--- config.mk ---
export PLATFORM = sky130hd
export DESIGN_NAME = cordic_atan2
export DESIGN_NICKNAME = d
export VERILOG_FILES = /design/src/rtl/cordic_pkg.sv /design/src/rtl/cordic_vec_stage.sv /design/src/rtl/cordic_atan2.sv
export SDC_FILE = /design/constraint.sdc
export NUM_CORES = 1
export LEC_CHECK = 0
export BUFFER_PORTS_ARGS = -buffer_cell sky130_fd_sc_hd__buf_2
export CORE_MARGIN = 4
export CORE_UTILIZATION = 49
export DETAILED_ROUTE_END_ITERATION = 10
export PLACE_DENSITY = 0.66
export SETUP_SLACK_MARGIN = 0.2
export SLEW_MARGIN = 20
export SYNTH_ARGS = -nofsm -noshare
export SYNTH_HDL_FRONTEND = slang
export SYNTH_SLANG_ARGS = --single-unit
--- constraint.sdc ---
create_clock -name clk -period 7.49 [get_ports clk]
set_clock_uncertainty 0.05 [all_clocks]
set_input_delay 0.749 -clock clk [delete_from_list [all_inputs] [get_ports clk]]
set_output_delay 0.749 -clock clk [all_outputs]
set_load 0.05 [all_outputs]
--- src/rtl/cordic_pkg.sv ---
// cordic_pkg: shared CORDIC constants, arctangent table and atan2 FSM state type
package cordic_pkg;
   localparam int PI              = 25736;
   localparam int HALF_PI         = 12868;
   localparam int TWO_PI          = 51472;
   localparam int CORDIC_GAIN_INV = 'h136E;
   localparam int LUT_LEN         = 13;
   localparam int ATAN_LUT [LUT_LEN] = '{'h1921, 'h0ED6, 'h07D6, 'h03FA, 'h01FF, 'h00FF,
                                         'h007F, 'h003F, 'h001F, 'h000F, 'h0007, 'h0003, 'h0001};
   typedef enum logic [1:0] {IDLE, RUN, SCALE, DONE} atan_state_t;
   function automatic int atan_lut(input logic [3:0] i);
      return (int'(i) < LUT_LEN) ? ATAN_LUT[i] : 0;
   endfunction
endpackage

--- src/rtl/cordic_vec_stage.sv ---
// cordic_vec_stage: one combinational vectoring iteration driving y toward zero
module cordic_vec_stage import cordic_pkg::*; #(
   parameter int W = 18
) (
   input  logic signed [W-1:0] i_x,
   input  logic signed [W-1:0] i_y,
   input  logic signed [W-1:0] i_z,
   input  logic        [3:0]   i_i,
   output logic signed [W-1:0] o_x,
   output logic signed [W-1:0] o_y,
   output logic signed [W-1:0] o_z
);
   logic signed [W-1:0] w_xs, w_ys, w_a;
   logic                w_pos;
   assign w_xs  = i_x >>> i_i;
   assign w_ys  = i_y >>> i_i;
   assign w_a   = W'(atan_lut(i_i));
   assign w_pos = !i_y[W-1];
   assign o_x   = w_pos ? i_x + w_ys : i_x - w_ys;
   assign o_y   = w_pos ? i_y - w_xs : i_y + w_xs;
   assign o_z   = w_pos ? i_z + w_a  : i_z - w_a;
endmodule

--- src/rtl/cordic_atan2.sv ---
// cordic_atan2: iterative CORDIC vectoring unit producing atan2(y,x) and gain-compensated magnitude
module cordic_atan2 import cordic_pkg::*; #(
   parameter int WIDTH  = 16,
   parameter int FLOAT  = 13,
   parameter int STAGES = 13
) (
   input  logic                    clk,
   input  logic                    rst,
   input  logic signed [WIDTH-1:0] x_in,
   input  logic signed [WIDTH-1:0] y_in,
   input  logic                    valid_in,
   output logic                    ready_out,
   output logic signed [WIDTH-1:0] theta_out,
   output logic signed [WIDTH-1:0] mag_out,
   output logic                    valid_out
);
   localparam int XW   = WIDTH + 2;
   localparam int PW   = XW + 14;
   localparam int MAXV = 2**(WIDTH-1) - 1;
   atan_state_t r_state, w_next;
   logic signed [XW-1:0] r_x, r_y, r_z, w_sx, w_sy, w_sz, w_xe, w_ye, w_zw, w_mag;
   logic signed [PW-1:0] w_prod, w_ms;
   logic [3:0] r_i;
   logic r_zero, r_valid, w_neg;
   logic signed [WIDTH-1:0] r_theta, r_mag;
   cordic_vec_stage #(.W(XW)) u_stage (
      .i_x(r_x), .i_y(r_y), .i_z(r_z), .i_i(r_i),
      .o_x(w_sx), .o_y(w_sy), .o_z(w_sz)
   );
   assign w_xe   = XW'(x_in);
   assign w_ye   = XW'(y_in);
   assign w_neg  = x_in[WIDTH-1];
   assign w_prod = PW'(r_x) * PW'(CORDIC_GAIN_INV);
   assign w_ms   = w_prod >>> FLOAT;
   assign w_mag  = (w_ms < 0) ? '0 : (w_ms > MAXV) ? XW'(MAXV) : XW'(w_ms);
   // a zero vector has no defined angle; report 0 instead of the accumulated table sum
   assign w_zw   = r_zero ? '0 : (r_z > XW'(PI)) ? r_z - XW'(TWO_PI) :
                   (r_z < -XW'(PI)) ? r_z + XW'(TWO_PI) : r_z;
   assign ready_out = r_state == IDLE;
   assign theta_out = r_theta;
   assign mag_out   = r_mag;
   assign valid_out = r_valid;
   // next-state: fixed-length RUN, then one SCALE and one DONE cycle
   always_comb begin
      w_next = r_state;
      case (r_state)
         IDLE:    w_next = valid_in ? RUN : IDLE;
         RUN:     w_next = (r_i == 4'(STAGES-1)) ? SCALE : RUN;
         SCALE:   w_next = DONE;
         default: w_next = IDLE;
      endcase
   end
   // state register
   always_ff @(posedge clk) begin
      if (rst) r_state <= IDLE;
      else     r_state <= w_next;
   end
   // datapath: capture with left-half pre-rotation, iterate, scale/wrap, publish
   always_ff @(posedge clk) begin
      if (rst) begin
         r_x <= '0; r_y <= '0; r_z <= '0; r_i <= '0; r_zero <= 1'b0;
         r_theta <= '0; r_mag <= '0; r_valid <= 1'b0;
      end else begin
         r_valid <= r_state == DONE;
         case (r_state)
            IDLE: if (valid_in) begin
               r_x    <= w_neg ? -w_xe : w_xe;
               r_y    <= w_neg ? -w_ye : w_ye;
               r_z    <= w_neg ? (y_in[WIDTH-1] ? -XW'(PI) : XW'(PI)) : '0;
               r_i    <= '0;
               r_zero <= (x_in == 0) && (y_in == 0);
            end
            RUN: begin
               r_x <= w_sx; r_y <= w_sy; r_z <= w_sz; r_i <= r_i + 4'd1;
            end
            SCALE: begin
               r_x <= w_mag; r_z <= w_zw;
            end
            DONE: begin
               r_theta <= r_z[WIDTH-1:0]; r_mag <= r_x[WIDTH-1:0];
            end
         endcase
      end
   end
endmodule

==> results.md <==
* Cells after synthesis at 1812
* Post CTS Setup Buffer Count at 0
* Maximum vdd drop at 216 uV
* Post-route ant nets at 0
* Reg-to-Reg Start: r_x[16]
* Part of the cycle the worst path needs at 0.839
* Largest net degree at the start of global routing at 88
* Multiplexer share of the synthesized area at 0.109
* Worst EP required at slightly below 8 ns
* DR iter-0 viols at 1145
* Quantity of I/O buffers inserted on ports at ~70
* Via count at 13253
* Worst skew pair latency at approximately 0.36 ns
* Final Hold Fails at 0
* Clock Root Buffer: clkbuf_16
* Wire per inst at 18.9 um
* Die width at 182 um
* Share of post-route cells with drive strength above 1 at 0.0979
* Sequential cell area at 1880 um2
* GP Congestion at 0.954
* Worst hold start: theta_out[14]
* CP startpoint kind: flip-flop
* Multi-input logic area at ~12000 um2
* Compound-Gate Fraction of Synth Area at 0.187
* Layout Cells excl Fill at 2218
* Setup-failing EPs final at 0
* Row Count at 63
* Maxcap violations at 0
* Clock transition at path regs at 0.08 ns
* Dpl cells at 2202
* Final HPWL DP at about 33000 um
* Die Y at 182 um
* Cell area power density at 332 nW/um2
* Distinct cell type count after synthesis at 75
* Status: complete, no violations
* # diodes at 0
* All-Layer GR Usage at 0.250
* Worst-margin pin slew at 0.975 ns
* NumNets Final at 2121
* HP Class: flip-flop to flip-flop
* Period minus WS final at roughly 6.3 ns
* Area growth from synthesis to layout at 6.27%
* Ports at 69
* FF+latch count, synth at 94
* Ys async rst share at 0
* Yosys Warn Count at 0
* Setup CP Type: flip-flop to flip-flop
* Net Count, Synth at 2110
* # fillers at roughly 2800
* DRC errors left at 0
* Die area at between 30000 and 40000 um2
* Leak at between 7 and 8 nW
* Mapped cell area at ~15000 um2
* Cell depth of the worst hold path at 2
* Number of global-route vias before repair at 12666
* Top cells by area, synth: ha_1, dfxtp_1, fa_1
* Crit Path Max Fanout at 14
* Setup tns final at 0 ns
* CTS tree: built
* Number of synthesized flops with an enable pin at 0
* Final Total Pwr at 5.24 mW
* CTS buffer count at 9
* DRT Pass-1 Iters at 5
* Worst Reg2Reg Path Length in Cells at 20
* Reg2reg end: r_x[8]
* Ys flop type: dfxtp_1
* # resized after CTS at 0
* Slew margin rel. at 0.350
* Hold EP: theta_out[14]
* Starting density of the core at 0.499
* Xor and xnor area share after synthesis at 0.0793
* # hold bufs at CTS at 0
* First-pass GRT wire length at ~68000 um
* Most common cell after layout, fill and taps aside: inv_1
* Grt ovf at 0
* CTS Sinks at 94
* Flop-to-flop setup slack at about 1.2 ns
* Post-synthesis share of cell area spent on full adders, half adders and majority gates at 0.267
* Initial antenna violation count at 0
* Most frequent cells in the layout: inv_1, ha_1, nor2_1, a21oi_1, nand2_1
* Synth Area in Simple Gates at 0.153
* Post-synth top area cell: ha_1
* Largest family of logic cells by synthesized area: adder cells
* Register area share after synthesis at 0.127
* Kind of end point of the critical path: flip-flop
* Core ar. at 29800 um2
* CTS H-tree depth at 3
* Final slew viol count at 0
* Worst Path Arrival at between 6 and 7 ns
* Top-area cell type share of the netlist area at 0.145
* RSZ-0062 raised after global routing: no
* Syn Area/Cell at between 8 and 9 um2
* Max Fclk at 159 MHz
* Clk buf depth at 2
* Via density at about 6
* Routed WL at 41900 um
## how the worst max path moves through the flow
stage | start | slack, ns | to
floorplan | r_x[15] | 1.91 | r_x[0]
global placement | r_x[16] | 1.43 | r_x[2]
detailed placement | r_x[16] | 1.26 | r_x[12]
CTS | r_x[16] | 1.24 | r_x[8]
global route | r_x[16] | 0.81 | r_x[2]
finish | r_x[16] | 1.21 | r_x[8]
## synthesized netlist by cell type, drive strengths merged, types with 4 or more instances
cell type / n
nand3b: 6
o211a: 4
and3: 11
o21a: 22
clkbuf: 61
nor2: 162
o21bai: 7
o21ai: 98
o41ai: 6
a22oi: 5
nor4: 6
nand3: 26
or4: 4
nand2b: 19
o31ai: 14
nand2: 110
nor3: 54
xor2: 59
a31oi: 26
a21oi: 122
or2: 10
fa: 91
a311oi: 4
mux2: 17
a211oi: 19
nor2b: 21
dfxtp: 94
inv: 206
o22ai: 7
mux4: 34
a21o: 28
ha: 172
and2: 12
or3: 16
nand4: 8
o211ai: 14
mux2i: 64
o221ai: 10
xnor2: 73
a221oi: 14
buf: 27
## layer usage
layer,part of all wire,track usage,wire length [um],up-vias
li1,-,-,-,6390
met1,0.47,0.371,19600,6290
met2,0.44,0.386,18300,515
met3,0.072,0.0301,3030,58
met4,0.023,0.0681,983,0
met5,0,0,0,-
## where the power goes
part           internal, mW  total [mW]  switching [mW]  leakage (nW)
Combinational          1.71        4.06            2.35          6.45
Clock                 0.265       0.499           0.234         0.146
Sequential            0.548       0.687           0.139         0.768
Total                  2.53        5.24            2.72          7.37
## final cells by class
cell class	instances	share of cell area
multi-input cells	1422	0.750
flip-flops and latches	94	0.119
inverters	208	0.0494
repair buffers	88	0.0311
well taps	390	0.0309
clock buffers	10	0.0145
clock inverters	6	0.00475
## through the flow
step                hold slack (ns)  setup WS (ns)  utilization  instance area [um2]
finish                        0.441           1.21        0.530                15800
global route                  0.452          0.812        0.530                15800
CTS                           0.440           1.24        0.530                15800
detailed placement            0.427           1.26        0.520                15500
global placement              0.404           1.43        0.520                15500
floorplan                     0.390           1.91            -                14900
## flip-flops by register name (all words and copies together), names as in the netlist
signal,cells
valid_out,1
r_x,18
r_zero,1
r_y,18
r_state,2
theta_out,16
r_z,18
r_i,4
mag_out,16
## cells by family (layout without fill, tap and decap cells)
| group | after synthesis | count (layout) |
|---|---|---|
| buffers and inverters | 296 | 312 |
| AND/OR/NAND/NOR | 476 | 476 |
| adder cells (fa/ha/maj) | 263 | 263 |
| multiplexers | 115 | 115 |
| flip-flops | 94 | 94 |
| XOR/XNOR | 133 | 133 |
| AO/OA/AOI/OAI | 435 | 435 |
## worst max-delay path, cell delays in order (launching register included)
cell and delay [ns]:
dfxtp_1 0.64, inv_1 0.30, ha_1 0.35, inv_1 0.06, fa_1 0.50, fa_1 0.40, fa_1 0.51, inv_1 0.05
fa_1 0.52, inv_1 0.04, ha_1 0.24, a21o_1 0.19, a21o_1 0.17, a21o_1 0.21, or3_1 0.37, a211o_1 0.29
a211oi_1 0.24, or3_1 0.19, o31a_1 0.17, nand2_1 0.31, a221oi_1 0.37
(Power assumes the default switching activity.)
